<file path="src/rtl/decoder_scan_sequencer_pkg.sv">
// Shared types and helpers for the decoder scan sequencer.
// Latency: n/a (types, constants and pure functions only).
// Backpressure: n/a.
package decoder_scan_pkg;

  localparam int NUM_CH = 4;
  localparam int CNT_W  = 8;

  typedef enum logic [1:0] {
    S_IDLE  = 2'd0,
    S_DWELL = 2'd1,
    S_BLANK = 2'd2
  } state_t;

  typedef logic [1:0] ch_t;

  // Lowest set bit of the mask; used for the first channel of a scan.
  function automatic ch_t lowest_ch(input logic [NUM_CH-1:0] mask);
    ch_t r;
    r = '0;
    for (int i = NUM_CH - 1; i >= 0; i--) begin
      if (mask[i]) r = ch_t'(i);
    end
    return r;
  endfunction

  // True when no set bit lies above cur, i.e. leaving cur wraps the scan.
  function automatic logic wraps_after(input logic [NUM_CH-1:0] mask, input ch_t cur);
    logic above;
    above = 1'b0;
    for (int i = 0; i < NUM_CH; i++) begin
      if (mask[i] && (i > int'(cur))) above = 1'b1;
    end
    return (mask != '0) && !above;
  endfunction

endpackage

</file>
<file path="src/rtl/decoder_scan_sequencer_if.sv">
// Control/status bundle between a scan client and the sequencer.
// Latency: n/a (wiring only).
// Backpressure: none; run is a level request, outputs are free-running.
interface decoder_scan_sequencer_if;
  import decoder_scan_pkg::*;

  logic                run;
  logic [NUM_CH-1:0]   mask;
  ch_t                 dec_in;
  logic                dec_en;
  logic                frame_done;
  logic                busy;

  modport master (
    output run, mask,
    input  dec_in, dec_en, frame_done, busy
  );

  modport slave (
    input  run, mask,
    output dec_in, dec_en, frame_done, busy
  );

endinterface

</file>
<file path="src/rtl/decoder_scan_sequencer_picker.sv">
// Rotating-priority search for the next enabled channel after cur.
// Latency: combinational.
// Backpressure: none.
module next_channel_picker
  import decoder_scan_pkg::*;
(
  input  logic [NUM_CH-1:0] mask,
  input  ch_t               cur,
  output ch_t               next,
  output logic              wrap,
  output logic              none
);

  logic hit;
  ch_t  cand;

  // Scan cur+1, cur+2, ... wrapping; cur itself is checked last so a
  // single-channel mask returns to the same channel.
  always_comb begin
    next = cur;
    hit  = 1'b0;
    cand = cur;
    none = (mask == '0);
    for (int i = 1; i <= NUM_CH; i++) begin
      cand = ch_t'(int'(cur) + i);
      if (!hit && mask[cand]) begin
        next = cand;
        hit  = 1'b1;
      end
    end
    wrap = !none && (next <= cur);
  end

endmodule

</file>
<file path="src/rtl/decoder_scan_sequencer.sv">
// Round-robin drive of a 2-to-4 decoder select/enable with dwell and blanking.
// Latency: first channel enabled on the edge that samples run high in IDLE.
// Backpressure: none; run is honoured only at dwell end or during blanking.
module decoder_scan_sequencer
  import decoder_scan_pkg::*;
#(
  parameter int DWELL = 8,
  parameter int BLANK = 1
)
(
  input logic                    clk,
  input logic                    rst,
  decoder_scan_sequencer_if.slave bus
);

  localparam logic [CNT_W-1:0] DWELL_LAST = CNT_W'(DWELL - 1);
  localparam logic [CNT_W-1:0] BLANK_LAST = (BLANK > 0) ? CNT_W'(BLANK - 1) : '0;

  state_t           state, state_n;
  logic [CNT_W-1:0] cnt, cnt_n;
  ch_t              dec_in_q, dec_in_n;
  logic             dec_en_q, dec_en_n;
  logic             fd_q, fd_n;
  logic             busy_q, busy_n;

  ch_t  adv_next;
  logic adv_wrap;
  logic adv_none;
  logic fd_wrap;

  next_channel_picker u_pick (
    .mask (bus.mask),
    .cur  (dec_in_q),
    .next (adv_next),
    .wrap (adv_wrap),
    .none (adv_none)
  );

  // Next state, counter and output values; everything lands in registers.
  always_comb begin
    state_n  = state;
    cnt_n    = cnt;
    dec_in_n = dec_in_q;
    dec_en_n = 1'b0;
    case (state)
      S_IDLE: begin
        cnt_n = '0;
        if (bus.run && !adv_none) begin
          state_n  = S_DWELL;
          dec_in_n = lowest_ch(bus.mask);
          dec_en_n = 1'b1;
        end
      end
      S_DWELL: begin
        dec_en_n = 1'b1;
        if (cnt == DWELL_LAST) begin
          cnt_n = '0;
          if (!bus.run || adv_none) begin
            state_n  = S_IDLE;
            dec_en_n = 1'b0;
          end else if (BLANK > 0) begin
            state_n  = S_BLANK;
            dec_en_n = 1'b0;
          end else begin
            dec_in_n = adv_next;
          end
        end else begin
          cnt_n = cnt + 1'b1;
        end
      end
      S_BLANK: begin
        if (!bus.run || adv_none) begin
          state_n = S_IDLE;
          cnt_n   = '0;
        end else if (cnt == BLANK_LAST) begin
          state_n  = S_DWELL;
          cnt_n    = '0;
          dec_in_n = adv_next;
          dec_en_n = 1'b1;
        end else begin
          cnt_n = cnt + 1'b1;
        end
      end
      default: begin
        state_n = S_IDLE;
        cnt_n   = '0;
      end
    endcase
    busy_n = (state_n != S_IDLE);
    // frame_done is registered, so it is armed one edge ahead of the final
    // dwell cycle. With DWELL=1 that edge also switches channel, so the wrap
    // test must look at the incoming channel rather than the current one.
    fd_wrap = (DWELL == 1) ? wraps_after(bus.mask, dec_in_n) : adv_wrap;
    fd_n    = (state_n == S_DWELL) && (cnt_n == DWELL_LAST) && fd_wrap;
  end

  // State, counter and output registers with synchronous reset.
  always_ff @(posedge clk) begin
    if (rst) begin
      state    <= S_IDLE;
      cnt      <= '0;
      dec_in_q <= '0;
      dec_en_q <= 1'b0;
      fd_q     <= 1'b0;
      busy_q   <= 1'b0;
    end else begin
      state    <= state_n;
      cnt      <= cnt_n;
      dec_in_q <= dec_in_n;
      dec_en_q <= dec_en_n;
      fd_q     <= fd_n;
      busy_q   <= busy_n;
    end
  end

  assign bus.dec_in     = dec_in_q;
  assign bus.dec_en     = dec_en_q;
  assign bus.frame_done = fd_q;
  assign bus.busy       = busy_q;

endmodule

</file>
<file path="src/flat_wrapper.sv">
// flat-port wrapper written by rule: the top's interface ports become plain ports
module decoder_scan_sequencer_flat import decoder_scan_pkg::*;
#(
  parameter int DWELL = 8,
  parameter int BLANK = 1
)
  (clk, rst, bus_run, bus_mask, bus_dec_in, bus_dec_en, bus_frame_done, bus_busy);
  decoder_scan_sequencer_if bus_i ();
  input logic clk;
  input logic rst;
  input wire logic [$bits(bus_i.run)-1:0] bus_run;
  input wire logic [$bits(bus_i.mask)-1:0] bus_mask;
  output wire logic [$bits(bus_i.dec_in)-1:0] bus_dec_in;
  output wire logic [$bits(bus_i.dec_en)-1:0] bus_dec_en;
  output wire logic [$bits(bus_i.frame_done)-1:0] bus_frame_done;
  output wire logic [$bits(bus_i.busy)-1:0] bus_busy;
  assign bus_i.run = bus_run;
  assign bus_i.mask = bus_mask;
  assign bus_dec_in = bus_i.dec_in;
  assign bus_dec_en = bus_i.dec_en;
  assign bus_frame_done = bus_i.frame_done;
  assign bus_busy = bus_i.busy;
  decoder_scan_sequencer #(.DWELL(DWELL), .BLANK(BLANK)) u_core (.clk(clk), .rst(rst), .bus(bus_i));
endmodule
</file>
<file path="config.mk">
export PLATFORM = sky130hd
export DESIGN_NAME = decoder_scan_sequencer_flat
export DESIGN_NICKNAME = d
export VERILOG_FILES = /design/src/rtl/decoder_scan_sequencer_pkg.sv /design/src/rtl/decoder_scan_sequencer_if.sv /design/src/rtl/decoder_scan_sequencer_picker.sv /design/src/rtl/decoder_scan_sequencer.sv /design/src/flat_wrapper.sv
export SDC_FILE = /design/constraint.sdc
export NUM_CORES = 1
export LEC_CHECK = 0
export CORE_ASPECT_RATIO = 1.4
export CORE_MARGIN = 4
export CORE_UTILIZATION = 53
export CTS_CLUSTER_DIAMETER = 200
export DETAILED_ROUTE_END_ITERATION = 10
export GPL_ROUTABILITY_DRIVEN = 0
export PLACE_DENSITY = 0.89
export REMOVE_ABC_BUFFERS = 1
export SLEW_MARGIN = 15
export SYNTH_ARGS = -nofsm -noshare
export SYNTH_HDL_FRONTEND = slang
export SYNTH_SLANG_ARGS = --single-unit
</file>
<file path="constraint.sdc">
create_clock -name clk -period 3 [get_ports clk]
set_clock_uncertainty 0.2 [all_clocks]
set_input_delay 0.75 -clock clk [delete_from_list [all_inputs] [get_ports clk]]
set_output_delay 0.75 -clock clk [all_outputs]
set_load 0.02 [all_outputs]
</file>
==> results of run 1 <==
layer usage:
layer  vias to the layer above  part of all wire [%]  GRT usage [%]
met2                        31                    52           36.9
met1                       433                    40           22.0
met3                         9                   4.8           2.75
met5                         -                     0              0
met4                         0                   3.2           13.8
li1                        474                     -              -
layout by cell type (no fill, tap or decap), types with 4 or more instances in the layout:
| cell type | n |
|---|---|
| nor2_1 | 12 |
| nand2_1 | 7 |
| nor3_1 | 4 |
| clkdlybuf4s50_1 | 11 |
| nand3_1 | 5 |
| dfxtp_1 | 15 |
| o21ai_0 | 7 |
| ha_1 | 8 |
| inv_1 | 8 |
| nand4_1 | 4 |
| buf_4 | 6 |
| a21oi_1 | 7 |
| nor2b_1 | 4 |
synth_stat cells, drive strengths merged (2+ instances only):
cell	number	share of area, %
nand3b	2	1.5
inv	8	3.1
a21oi	8	4.5
a211oi	2	1.5
dfxtp	15	31
nor3	5	3.1
nor2	12	4.6
nand4	4	2.6
nand2	7	2.7
xor2	2	1.8
ha	8	10
or3	2	1.3
and3	2	1.3
nand3	5	2.6
xnor2	3	2.7
nor2b	4	2.6
buf	2	0.90
o21ai	8	4.1
nor4	3	1.9
o21a	3	2.3
kinds of logic after synthesis:
| group | after synthesis | synth area share [%] |
|---|---|---|
| and+or+nand+nor | 51 | 28.7 |
| AOI/OAI and AO/OA | 30 | 21.6 |
| DFF | 15 | 30.9 |
| buffers and inverters | 10 | 3.99 |
| adders and majority gates | 8 | 10.3 |
| xor gates and xnor gates | 5 | 4.51 |
timing repair:
item / CTS / global route
resized for setup: 0 / 1
endpoints found under the hold margin: 0 / 0
setup endpoints to repair: 0 / 1
how the worst min path moves through the flow:
stage                             start                       end
2_1_floorplan  u_core.cnt[0]$_SDFF_PP0_  u_core.cnt[0]$_SDFF_PP0_
3_3_place_gp   u_core.cnt[0]$_SDFF_PP0_  u_core.cnt[0]$_SDFF_PP0_
3_5_place_dp   u_core.cnt[0]$_SDFF_PP0_  u_core.cnt[0]$_SDFF_PP0_
4_1_cts        u_core.cnt[0]$_SDFF_PP0_  u_core.cnt[0]$_SDFF_PP0_
5_1_grt        u_core.cnt[0]$_SDFF_PP0_  u_core.cnt[0]$_SDFF_PP0_
6_report       u_core.cnt[0]$_SDFF_PP0_  u_core.cnt[0]$_SDFF_PP0_
area by class of cell:
| class | instances | area, sq um |
|---|---|---|
| repair buffers | 17 | 155 |
| well taps | 20 | 25.0 |
| multi-input cells | 94 | 639 |
| fillers | 153 | 579 |
| clock inverters | 1 | 5.00 |
| clock buffers | 3 | 22.5 |
| flip-flops and latches | 15 | 300 |
| inverters | 8 | 30.0 |
metrics by stage:
stage	setup slack (ps)	setup TNS [ps]	util (%)	area, sq um	hold WS (ps)
global placement	-34.5	-34.5	65.1	1140	261
global route	24.8	0	67.0	1180	333
detailed placement	-164	-164	65.1	1140	276
CTS	142	0	66.7	1170	297
finish	255	0	67.0	1180	292
floorplan	507	0	-	963	241
power by group through the flow:
stage	Clock [mW]	Combinational, mW	Sequential [mW]
after floorplan	0	0.0599	0.224
after CTS	0.120	0.113	0.214
final	0.120	0.114	0.214
after global placement	0	0.107	0.218
after detailed placement	0	0.112	0.219
after global routing	0.130	0.127	0.215
flip-flops by register name, indices dropped and copies added, names as in the netlist:
name                   cells
u_core.cnt                 8
u_core.bus.dec_in          2
u_core.state               2
u_core.bus.busy            1
u_core.bus.frame_done      1
u_core.bus.dec_en          1
==> results.toml, run 1 <==
[sta]
setup_viol = 0
slew_viol_final = 0
slew_headroom_pct = 76.8
period_minus_slack_ps = 2750
worst_pin_slew_ps = 344
rsz0062_at_grt = "no"
clock.fmax_ghz = 0.364
fin_crit_sh_pct = 91.5
hold_violations = 0

[pwr]
p_total_mw = 0.449
power_density_nw_per_um2 = 381
power.leakage_nw = 0.436
clockPowerShare_pct = 26.8
p_comb_share_pct = 25.5
p_int_mw = 0.312
power_frac_seq_pct = 47.8
vdd_drop_max_mv = 0.280
p_sw_mw = 0.136
switching_share_pct = 30.4

[global_route]
grt_usage_pct = 20.7
grt-ovfl-total = 0
grt_pass1_vias = 986
antenna_found_initial = 0
grt_max_degree = 10
grt_pass1_wl_mm = 4.06

[place]
hpwl_mm = 1.78
portBuffers = 11
dp.cells = 154

[logic_synthesis]
syn-cell-area_sq_um = 972
synth_edf_count = 0
avgSynthCellArea_sq_um = 8.17
yosys_warnings = 0
async_flop_share_pct = 0
synthDistinctLibCells = 38
ys_seq_elements = 15
synth_ff_type = "dfxtp_1"
synth_cells = 119
synth_seq_area_share_pct = 30.9

[critical_path]
crit_path_end_kind = "flop"
worstPathArrival_ps = 2770
critPathCapture = "u_core.bus.frame_done$_SDFF_PP0_"
critPathKind = "in -> reg"
cp-startpoint = "bus_mask[3]"
required_ps = 3020
crit_top_cell = "a21oi_1"
path_max_fanout = 4
r2r_setup_slack_ps = 780
worstPathCellList = "clkdlybuf4s50_1 > nand2b_1 > a21oi_1 > a221oi_2 > ha_1 > nor2b_1 > o21ai_0 > nand4_1 > a21oi_1 > nor4bb_2"
start_kind = "input port"
r2r_end = "u_core.bus.frame_done$_SDFF_PP0_"
cp.depth = 10
r2r_start = "u_core.bus.dec_in[0]$_SDFFE_PP0P_"
max_stage_delay_ps = 530
critPathBufInv = 1
reg2reg_depth = 9
crit_slowest_cell = "clkdlybuf4s50_1"
critical-path-top-delay-family = "simple AND/OR/NAND/NOR gates"

[clocking]
ctsHoldBuffers = 0
cts-root-buf = "clkbuf_4"
cts_made_buffers = 3
clock_latency_ps = 300
cts_tree = "done"
clkTransAtPathRegs_ps = 90
post_cts_buffers = 0
clockBufferDepth = 2
cts.sinks = 15
htree_levels = 1

[die]
die_x_microns = 44.2
core_sq_um = 1760
ios = 12
initial_core_util_pct = 55.3
std_cell_rows = 18
die_area_sq_um = 2590
die_height_microns = 58.7

[drt]
wire_per_inst_microns = 15.1
drt_iter0_drc = 33
via_per_inst = 5.99
num_vias = 947
drc = 0
dr.pass1.iters = 4
routed_wl_mm = 2.39
ant_nets = 0

[worst_hold_path]
whs_path_depth = 1
hold_class = "reg -> reg"

[cells_and_area]
insertedDiodeCount = 0
nets = 154
syn2layout_area_growth_pct = 21.1
layout-drive-gt1-share_pct = 13.0
fin_cells = 158

[run]
drv_cap = 0

[status]
status = "complete, no violations"
No activity file was read; power rests on OpenSTA's default activity.
==> run 2, diff against run 1 <==
--- a/config.mk
+++ b/config.mk
@@ -7,11 +7,11 @@
 export LEC_CHECK = 0
 export CORE_ASPECT_RATIO = 1.4
 export CORE_MARGIN = 4
-export CORE_UTILIZATION = 53
+export CORE_UTILIZATION = 30
 export CTS_CLUSTER_DIAMETER = 200
 export DETAILED_ROUTE_END_ITERATION = 10
 export GPL_ROUTABILITY_DRIVEN = 0
-export PLACE_DENSITY = 0.89
+export PLACE_DENSITY = 0.6
 export REMOVE_ABC_BUFFERS = 1
 export SLEW_MARGIN = 15
 export SYNTH_ARGS = -nofsm -noshare
==> run 2 against run 1 <==
  * Hold slack gained 2.8 ps
  * First-iteration DRC count is 3.0% higher
  * Count of clock-buffer cells in the layout rose by 1
  * Final area grew 3.5%
  * Worst setup slack lost 45 ps
  * Routed wire length decreased by 4.5%
  * Clock power grew 37%
  * Register-to-register slack improved by 40 ps
  * Critical path type unchanged
  * Largest power group unchanged
==> results.toml, run 2 (same netlist as run 1, synthesis figures left out) <==
[status]
status = "complete, no violations"

[global_route]
grt_pass1_vias = 866
antenna_found_initial = 0
grt_pass1_wl_mm = 3.84
grt_usage_pct = 11.5
grt-ovfl-total = 0
grt_max_degree = 10

[die]
core_sq_um = 3120
ios = 12
die_x_microns = 56.1
initial_core_util_pct = 31.1
die_area_sq_um = 4230
die_height_microns = 75.4
std_cell_rows = 24

[clocking]
clock_latency_ps = 250
ctsHoldBuffers = 0
cts_tree = "done"
clkTransAtPathRegs_ps = 60
cts-root-buf = "clkbuf_8"
clockBufferDepth = 2
cts.sinks = 15
htree_levels = 1
cts_made_buffers = 3

[cells_and_area]
largest_reg_flops = 8
final_util_pct = 39.0
fin_cells = 177
regMostFlops = "u_core.cnt"
syn2layout_area_growth_pct = 25.4
layout_commonest_cell = "dfxtp_1"
insertedDiodeCount = 0
n_fill_cell = 335
layout_common_cells = "dfxtp_1, nor2_1, clkdlybuf4s50_1"
nets = 154
layout-drive-gt1-share_pct = 12.3

[place]
hpwl_mm = 1.77
portBuffers = 11
pre_cts_slack_ps = -163
dp.cells = 173

[critical_path]
path_max_fanout = 5
crit_path_end_kind = "flop"
critPathKind = "in -> reg"
worstPathArrival_ps = 2760
required_ps = 2970
start_kind = "input port"

[drt]
drt_iter0_drc = 34
via_per_inst = 5.20
drc = 0
ant_nets = 0
routed_wl_mm = 2.28
wire_per_inst_microns = 12.9
num_vias = 921
dr.pass1.iters = 4

[sta]
layout_setup_ws_ps = 210
fin_crit_sh_pct = 93.0
slew_headroom_pct = 76.2
period_minus_slack_ps = 2790
hold_violations = 0
rsz0062_at_grt = "no"
slew_viol_final = 0
clock.fmax_ghz = 0.358
worst_pin_slew_ps = 356
fin_tns_setup_ps = 0
setup_viol = 0

[run]
drv_cap = 0

[pwr]
vdd_drop_max_mv = 0.182
power_density_nw_per_um2 = 404
p_total_mw = 0.492
power.leakage_nw = 0.441

[worst_hold_path]
hold_class = "reg -> reg"
## run 2: changes by cell type in the layout (fill, tap and decap cells not counted)
cell      previous run  this run
clkbuf_8             0         3
clkbuf_1             0         1
clkinv_2             1         0
clkbuf_4             3         0
## run 2: cell type report
type / instances / area, sq um / share of cell area (%)
Inverter: 8 / 30.0 / 2.46
Tap cell: 39 / 48.8 / 4.00
Sequential cell: 15 / 300 / 24.6
Multi-Input combinational cell: 94 / 639 / 52.5
Timing Repair Buffer: 17 / 155 / 12.7
Clock buffer: 4 / 45.0 / 3.70
## run 2: per-stage QoR
stage / instance area [sq um] / hold slack, ps
6_report: 1220 / 295
5_1_grt: 1220 / 371
4_1_cts: 1210 / 298
3_5_place_dp: 1170 / 283
3_3_place_gp: 1170 / 277
2_1_floorplan: 963 / 241
## run 2: timing repair
action,in CTS,in global routing
endpoints found under the setup margin,0,1
gates resized for setup,0,1
setup buffers,0,0
## run 2: routing by layer
metal / global-route usage, % / wire length (microns) / up-vias
li1: - / - / 472
met2: 20.2 / 1140 / 13
met5: 0 / 0 / -
met3: 2.20 / 82 / 5
met4: 5.54 / 44 / 0
met1: 13.5 / 1010 / 431
## run 2: report_power, final
group          internal [mW]  total (mW)  leakage, nW  switching [mW]
Combinational         0.0562       0.113        0.296          0.0565
Sequential             0.207       0.214        0.122         0.00748
Clock                 0.0942       0.165       0.0228          0.0712
## run 2: worst max-delay path, cell delays in order
cell	delay, ps
clkdlybuf4s50_1	550
nand2b_1	130
a21oi_1	70
a221oi_2	220
ha_1	280
nor2b_1	130
o21ai_0	160
nand4_1	110
a21oi_1	110
nor4bb_2	260
## run 2: final timing paths
check                                    start                          endpoint  slack (ps)  depth (start not counted)
max                                bus_mask[3]  u_core.bus.frame_done$_SDFF_PP0_         210                         10
min                   u_core.cnt[0]$_SDFF_PP0_          u_core.cnt[0]$_SDFF_PP0_         290                          1
max reg2reg  u_core.bus.dec_in[0]$_SDFFE_PP0P_  u_core.bus.frame_done$_SDFF_PP0_         820                          9
min reg2reg           u_core.cnt[0]$_SDFF_PP0_          u_core.cnt[0]$_SDFF_PP0_         290                          1
==> run 3, diff against run 2 <==
--- a/config.mk
+++ b/config.mk
@@ -8,6 +8,7 @@
 export CORE_ASPECT_RATIO = 1.4
 export CORE_MARGIN = 4
 export CORE_UTILIZATION = 30
+export CTS_BUF_LIST = sky130_fd_sc_hd__clkbuf_2
 export CTS_CLUSTER_DIAMETER = 200
 export DETAILED_ROUTE_END_ITERATION = 10
 export GPL_ROUTABILITY_DRIVEN = 0
@@ -17,3 +18,4 @@
 export SYNTH_ARGS = -nofsm -noshare
 export SYNTH_HDL_FRONTEND = slang
 export SYNTH_SLANG_ARGS = --single-unit
+export TNS_END_PERCENT = 1
==> run 3 against run 2 <==
  * Global-route usage is 0.61 points lower
  * Via count is 0.11% lower
  * Register-to-register slack worse by 70 ps
  * Cell count stayed put
  * First-iteration DRC count is 2.9% lower
  * Total power is 14% lower
  * Sequential power hardly changed
  * Combinational power hardly changed
  * Critical path depth stayed put
  * Routed wire length is 4.1% lower
  * Count of clock-buffer cells in the layout stayed put
  * Critical path type unchanged
==> results.toml, run 3 (same netlist as run 1, synthesis figures left out) <==
[status]
status = "complete, no violations"

[run]
drv_cap = 0

[clocking]
clockBufferDepth = 2
cts.sinks = 15
htree_levels = 1
post_cts_buffers = 0
cts_tree = "done"
clock_latency_ps = 280
cts_resized = 0
cts_made_buffers = 3
cts-root-buf = "clkbuf_2"
ctsHoldBuffers = 0
clkTransAtPathRegs_ps = 140

[global_route]
antenna_found_initial = 0
use_met1_pct = 13.4
grt_pass1_wl_mm = 3.74
grt_max_degree = 10
grt_pass1_vias = 848
grt-ovfl-total = 0
met3_usage_pct = 2.20
grt_usage_pct = 10.9
grt.met2_usage_pct = 19.6
grt_most_used_layer = "met2"

[die]
ios = 12
core_sq_um = 3120
die_x_microns = 56.1
std_cell_rows = 24
die_area_sq_um = 4230
die_height_microns = 75.4
initial_core_util_pct = 31.1

[sta]
hold_violations = 0
period_minus_slack_ps = 2860
rsz0062_at_grt = "no"
fin_crit_sh_pct = 95.2
clock.fmax_ghz = 0.350
worst_pin_slew_ps = 357
layout_setup_ws_ps = 144
setup_viol = 0
slew_viol_final = 0
slew_headroom_pct = 76.1

[cells_and_area]
syn2layout_area_growth_pct = 22.1
layout_common_cells = "dfxtp_1, nor2_1, clkdlybuf4s50_1"
largest_reg_flops = 8
regMostFlops = "u_core.cnt"
layout_commonest_cell = "dfxtp_1"
nets = 154
design_area_sq_um = 1190
insertedDiodeCount = 0
layout-drive-gt1-share_pct = 12.3

[critical_path]
worstPathCellList = "clkdlybuf4s50_1 > nand2b_1 > a21oi_1 > a221oi_1 > ha_1 > nor2b_1 > o21ai_0 > nand4_1 > a21oi_1 > nor4bb_2"
r2r_setup_slack_ps = 750
crit_slowest_cell = "clkdlybuf4s50_1"
r2r_end = "u_core.bus.frame_done$_SDFF_PP0_"
critPathKind = "in -> reg"
crit_top_cell = "a21oi_1"
critPathCapture = "u_core.bus.frame_done$_SDFF_PP0_"
required_ps = 3000
reg2reg_depth = 8
r2r_start = "u_core.bus.dec_in[0]$_SDFFE_PP0P_"
start_kind = "input port"
path_max_fanout = 5
cp-startpoint = "bus_mask[3]"
worstPathArrival_ps = 2860
max_stage_delay_ps = 550
crit_path_end_kind = "flop"

[place]
detailed_place.area_sq_um = 1170
portBuffers = 11
pre_cts_slack_ps = -163
hpwl_mm = 1.77

[pwr]
p_total_mw = 0.423
power.leakage_nw = 0.434
vdd_drop_max_mv = 0.198
power_density_nw_per_um2 = 357

[drt]
routed_wl_mm = 2.19
ant_nets = 0
drt_iter0_drc = 33
via_per_inst = 5.20
wire_per_inst_microns = 12.4
drc = 0
dr.pass1.iters = 4
num_vias = 920

[worst_hold_path]
hold_class = "reg -> reg"
==> run 3: cell counts in the layout (fill, tap and decap cells not counted) <==
No cell type changed its count.
==> run 3: report_power, final <==
group          total [mW]  internal [mW]  switching (mW)
sequential          0.214          0.207         0.00742
combinational       0.111         0.0554          0.0555
clock              0.0985         0.0354          0.0632
==> run 3: layout make-up <==
class | count | area, sq um
Timing Repair Buffer | 17 | 155
Tap cell | 39 | 48.8
Inverter | 8 | 30.0
Clock buffer | 4 | 20.0
Sequential cell | 15 | 300
Multi-Input combinational cell | 94 | 633
Fill cell | 335 | 1940
==> run 3: critical path, delay by kind of cell <==
kind	cells	cell delay, ps
simple gates	4	630
compound gates	4	630
buf+inv	1	550
fa+ha+maj	1	310
==> run 3: how the worst min path moves through the flow <==
stage,from,end,slack [ps],cells past startpoint
2_1_floorplan,u_core.cnt[0]$_SDFF_PP0_,u_core.cnt[0]$_SDFF_PP0_,240,1
3_3_place_gp,u_core.cnt[0]$_SDFF_PP0_,u_core.cnt[0]$_SDFF_PP0_,280,1
3_5_place_dp,u_core.cnt[0]$_SDFF_PP0_,u_core.cnt[0]$_SDFF_PP0_,280,1
4_1_cts,u_core.cnt[0]$_SDFF_PP0_,u_core.cnt[0]$_SDFF_PP0_,320,1
5_1_grt,u_core.cnt[0]$_SDFF_PP0_,u_core.cnt[0]$_SDFF_PP0_,390,1
6_report,u_core.cnt[0]$_SDFF_PP0_,u_core.cnt[0]$_SDFF_PP0_,320,1
==> run 3: per-layer routing <==
metal,wire length [microns],up-vias
li1,-,473
met1,986,431
met2,1100,12
met3,75,4
met4,21,0
met5,0,-
==> run 3: metrics by stage <==
stage / TNS (ps) / utilization, % / std cells / hold slack (ps)
floorplan: 0 / - / 117 / 241
global placement: -69.5 / 37.4 / 173 / 277
detailed placement: -163 / 37.4 / 173 / 283
CTS: 0 / 38.0 / 177 / 317
global route: 0 / 38.0 / 177 / 392
finish: 0 / 38.0 / 177 / 316
==> RTL change 1 (config.mk and constraints of run 2) <==
The 3 states of `state_t` get a one-hot encoding in 3 bits.
--- a/src/rtl/decoder_scan_sequencer_pkg.sv
+++ b/src/rtl/decoder_scan_sequencer_pkg.sv
@@ -6,10 +6,10 @@
   localparam int NUM_CH = 4;
   localparam int CNT_W  = 8;
 
-  typedef enum logic [1:0] {
-    S_IDLE  = 2'd0,
-    S_DWELL = 2'd1,
-    S_BLANK = 2'd2
+  typedef enum logic [2:0] {
+    S_IDLE  = 3'b001,
+    S_DWELL = 3'b010,
+    S_BLANK = 3'b100
   } state_t;
 
   typedef logic [1:0] ch_t;
Check against the original RTL: no difference found for any inputs over 10 cycles, from zero or initial values and one cycle with rst high; not proved beyond that.
==> RTL change 1 against run 2 <==
  * Synthesized area increased by 3.9%
  * Power is 5.6% higher
  * Critical endpoint unchanged
  * Final area up 7.2%
  * Worst setup slack worse by 0.055 ns
  * Global-route usage decreased by 0.43 points
  * Sequential cell count is 1 higher
  * Wire length is 3.6% lower
  * Hold slack lost 0.020 ns
  * Register-to-register slack worse by 0.22 ns
==> RTL change 1: results (changes against run 2) <==
| Metric | Value |
|---|---|
| Status | `completed` |
| Post-DP HPWL | `1775 µm (+0.44%)` |
| Vias in the first global route | `936 (+8.1%)` |
| Global-route wire length before repair | `3946 µm (+2.7%)` |
| Vias | `923 (+0.22%)` |
| Hold Fails Final Rpt | `0 (unchanged)` |
| IO buf count | `11 (unchanged)` |
| Post-synth cell types | `45 (+18%)` |
| CTS Buffer Depth | `2 (unchanged)` |
| Metal-1 WL | `909 µm (-10%)` |
| Seq cells post-synth | `16 (+1)` |
| Iter 0 DRT Violations | `36 (+5.9%)` |
| Max Used Layer | `met4` |
| Met2 Resource Use GR | `0.2059 (+0.004389)` |
| CP top delay family | `compound AO/OA/AOI/OAI gates` |
| Seq pwr share | `0.439 (+0.004)` |
| RR Startpoint | `u_core.bus.dec_in[1]` |
| Worst-Margin Slew | `0.4027 ns (+0.04676 ns)` |
| Maximum vdd ir drop | `266.5 µV (+46%)` |
| Leading post-synthesis cells by cell area | `dfxtp_1 (32%), nor2_1 (6.7%), ha_1 (5.0%)` |
| Met2 WL | `1171 µm (+2.4%)` |
| Combinational power share | `0.192 (-0.037)` |
| Max incr delay on CP | `0.48 ns (-0.07 ns)` |
| Post-Route WL | `2200 µm (-3.6%)` |
| Sequential area share after synthesis | `0.3172 (+0.008344)` |
| Layout cells sized above 1 | `0.2254 (+0.1022)` |
| GR Util met3 | `0.02203 (unchanged)` |
| Pre-CTS setup slack | `-0.3409 ns (-0.1776 ns)` |
| Largest net degree at the start of global routing | `11 (+1)` |
| Crit Path Max Fanout | `2 (-3)` |
| Total track usage | `0.1104 (-0.004303)` |
| Pleak | `0.5212 nW (+18%)` |
| Met1 Use GR | `0.1204 (-0.01506)` |
| Critical path data arrival time | `2.81 ns (+0.05 ns)` |
| Initial antenna violation count | `0 (unchanged)` |
| Most instantiated cells after synthesis | `nor2_1 (18), dfxtp_1 (16), inv_1 (8)` |
| Met3 WL | `96 µm (+17%)` |
| R2r setup slk | `0.60 ns (-0.22 ns)` |
| Net Sw Frac | `0.2547 (-0.01983)` |
RTL change 1: cells by family after synthesis:
group	after synthesis	synth area share
compound gates	23	0.2045
xor+xnor	6	0.05204
fa+ha+maj	4	0.04957
buf+inv	12	0.04708
flops	16	0.3172
simple gates	57	0.3296
RTL change 1: layout make-up:
class / count / area, µm²
fill: 346 / 1877
multi-input combinational: 90 / 644.4
sequential: 16 / 320.3
timing repair buffer: 23 / 203.9
clock buffer: 4 / 55.05
tap: 39 / 48.80
inverter: 9 / 33.78
RTL change 1: worst reg2reg max path: cells and delay by family, from the launching register on:
family	cells	cell delay [ns]
fa+ha+maj	1	0.28
flops	1	0.36
compound gates	4	0.93
simple gates	4	0.54
RTL change 1: what timing repair did:
action                     in CTS  in global routing
gates resized for setup         1                  4
cloned                          0                  0
pin swaps                       0                  2
setup endpoints to repair       1                  1
RTL change 1: how the worst max path moves through the flow:
stage                                 end  slack [ns]        start  cells past startpoint
floorplan           u_core.bus.frame_done        0.32  bus_mask[1]                      9
global placement    u_core.bus.frame_done       -0.29  bus_mask[1]                     10
detailed placement  u_core.bus.frame_done       -0.34  bus_mask[1]                     10
CTS                 u_core.bus.frame_done        0.01  bus_mask[3]                     10
global route        u_core.bus.frame_done        0.04  bus_mask[0]                     10
finish              u_core.bus.frame_done        0.15  bus_mask[0]                     10
RTL change 1: metrics by stage:
stage | setup TNS [ns] | area, µm² | hold WS, ns | total power [mW] | cells
after floorplan | 0 | 996.0 | 0.2372 | 0.2853 | 115
after global placement | -0.2876 | 1245 | 0.2630 | 0.3303 | 177
after detailed placement | -0.3409 | 1245 | 0.2712 | 0.3321 | 177
after CTS | 0 | 1299 | 0.2873 | 0.5260 | 181
after global routing | 0 | 1306 | 0.3438 | 0.5506 | 181
final | 0 | 1306 | 0.2751 | 0.5197 | 181
==> RTL change 2 (flow settings as in run 2) <==
Made on the original files. Change the package constant `CNT_W` from 8 to 10.
--- a/src/rtl/decoder_scan_sequencer_pkg.sv
+++ b/src/rtl/decoder_scan_sequencer_pkg.sv
@@ -4,7 +4,7 @@
 package decoder_scan_pkg;
 
   localparam int NUM_CH = 4;
-  localparam int CNT_W  = 8;
+  localparam int CNT_W  = 10;
 
   typedef enum logic [1:0] {
     S_IDLE  = 2'd0,
Function: same outputs for any inputs over 10 cycles, from zero or initial values and one cycle with rst high; that may be too few to reach the edited logic, so the function may still have changed.
==> RTL change 2 against run 2 <==
  * Clock power rose by 4%
  * Highest routed layer unchanged
  * Wire length rose by 1.3%
  * Synthesized area rose by 9.3%
  * Critical endpoint unchanged
  * Sequential cell count rose by 2
  * Final area rose by 5.9%
  * Largest power group unchanged
  * Largest cell class unchanged
  * Via count rose by 1.3%
  * Worst setup slack improved by 0.026 ns
  * Power rose by 1.0%
==> RTL change 2: results (changes against run 2) <==
| Metric | Value |
|---|---|
| Status | `completed` |
| Fillcell total | `344 (+2.7%)` |
| Max FFs per register | `10 (+2)` |
| Vias in the first global route | `908 (+4.8%)` |
| Clk_lat worst skew | `0.25 ns (about the same)` |
| Post-CTS Setup Bufs | `0 (unchanged)` |
| Worst Hold Slack | `0.2885 ns (-0.006213 ns)` |
| Pleak | `0.4939 nW (+12%)` |
| Placed cell areas | `1245 µm² (+6.6%)` |
| Met2 WL | `1102 µm (-3.6%)` |
| Average wire per cell in the routed design | `12.63 µm (-2.0%)` |
| Slew Viols, Final | `0 (unchanged)` |
| Metal-1 WL | `1064 µm (+5.3%)` |
| Iter 0 DRT Violations | `37 (+8.8%)` |
| H-tree levels | `1 (unchanged)` |
| Critical path data arrival time | `2.73 ns (-0.03 ns)` |
| Fin nets | `159 (+3.2%)` |
| Post-Route WL | `2311 µm (+1.3%)` |
| Met3 WL | `107 µm (+30%)` |
| Synth warnings | `0 (unchanged)` |
| Most instantiated cells after synthesis | `nor2_1 (18), dfxtp_1 (17), inv_1 (11)` |
| Crit path from | `bus_mask[3]` |
| Maximum vdd ir drop | `276.4 µV (+51%)` |
| Total track usage | `0.1119 (-0.002851)` |
| Antenna cells | `0 (unchanged)` |
| Synth Area per Inst | `8.364 µm² (+2.4%)` |
| Met1 Use GR | `0.1427 (+0.007244)` |
| Met2 Resource Use GR | `0.1711 (-0.03042)` |
| GR Util met3 | `0.02796 (+0.005927)` |
| Largest reg by FF count | `u_core.cnt` |
| Layout cells sized above 1 | `0.07692 (-0.04627)` |
| Worst-Margin Slew | `0.4679 ns (+0.1120 ns)` |
| Post-DP HPWL | `1759 µm (-0.44%)` |
| Global-route wire length before repair | `4057 µm (+5.6%)` |
| Initial antenna violation count | `0 (unchanged)` |
| Leading post-synthesis cells by cell area | `dfxtp_1 (32%), ha_1 (9.4%), nor2_1 (6.4%)` |
| Remaining DRCs | `0 (unchanged)` |
| DR vias/cell | `5.098 (-2.0%)` |
| Crit Path Max Fanout | `6 (+1)` |
| Largest net degree at the start of global routing | `11 (+1)` |
| Max Used Layer | `met4` |
| Post-cts resize count | `0 (unchanged)` |
| Placed insts | `179 (+3.5%)` |
| Sequential area share after synthesis | `0.3204 (+0.01150)` |
==> RTL change 2: changes by cell type in the layout (fill, tap and decap cells not counted), moves of 3 or more <==
cell,delta
nor2_1,+6
buf_4,-5
inv_1,+3
a21oi_1,-4
==> RTL change 2: critical path, stage by stage <==
cell,delay (ns)
clkdlybuf4s50_1,0.56
nor2b_1,0.21
o21ai_0,0.10
o21ai_0,0.13
ha_1,0.29
nor2b_1,0.13
a2bb2oi_1,0.12
nor3_1,0.13
nand4_1,0.14
nor4_2,0.15
==> RTL change 2: cells by family (layout without fill, tap and decap cells) <==
kind of cell	count (synthesis)	count (layout)	synth area share
AND/OR/NAND/NOR	57	57	0.3086
flip-flops	17	17	0.3204
AO/OA/AOI/OAI	25	25	0.1673
XOR/XNOR	8	8	0.06595
adder cells (fa/ha/maj)	8	8	0.09423
buffers and inverters	12	28	0.04358
==> RTL change 2: area by class of cell <==
| class | instances | share of cell area |
|---|---|---|
| flip-flops and latches | 17 | 0.2638 |
| inverters | 11 | 0.03201 |
| multi-input cells | 98 | 0.5238 |
| well taps | 40 | 0.03880 |
| repair buffers | 13 | 0.1067 |
| clock buffers | 4 | 0.03492 |
==> RTL change 2: metrics by stage <==
stage / utilization / worst slack (ns)
floorplan: - / 0.7004
global placement: 0.3651 / 0.1044
detailed placement: 0.3651 / 0.006331
CTS: 0.3783 / 0.2671
global route: 0.3783 / 0.1179
finish: 0.3783 / 0.2356
==> RTL change 2: path summary, 6_finish.rpt <==
check,to
max,u_core.bus.frame_done
min,u_core.cnt[0]
max reg2reg,u_core.bus.frame_done
min reg2reg,u_core.cnt[0]
==> RTL change 2: power breakdown <==
group          total, mW  internal (mW)  switching [mW]
logic             0.0868         0.0434          0.0434
clock network      0.172         0.0942          0.0774
registers          0.239          0.232         0.00673
total              0.497          0.370           0.128
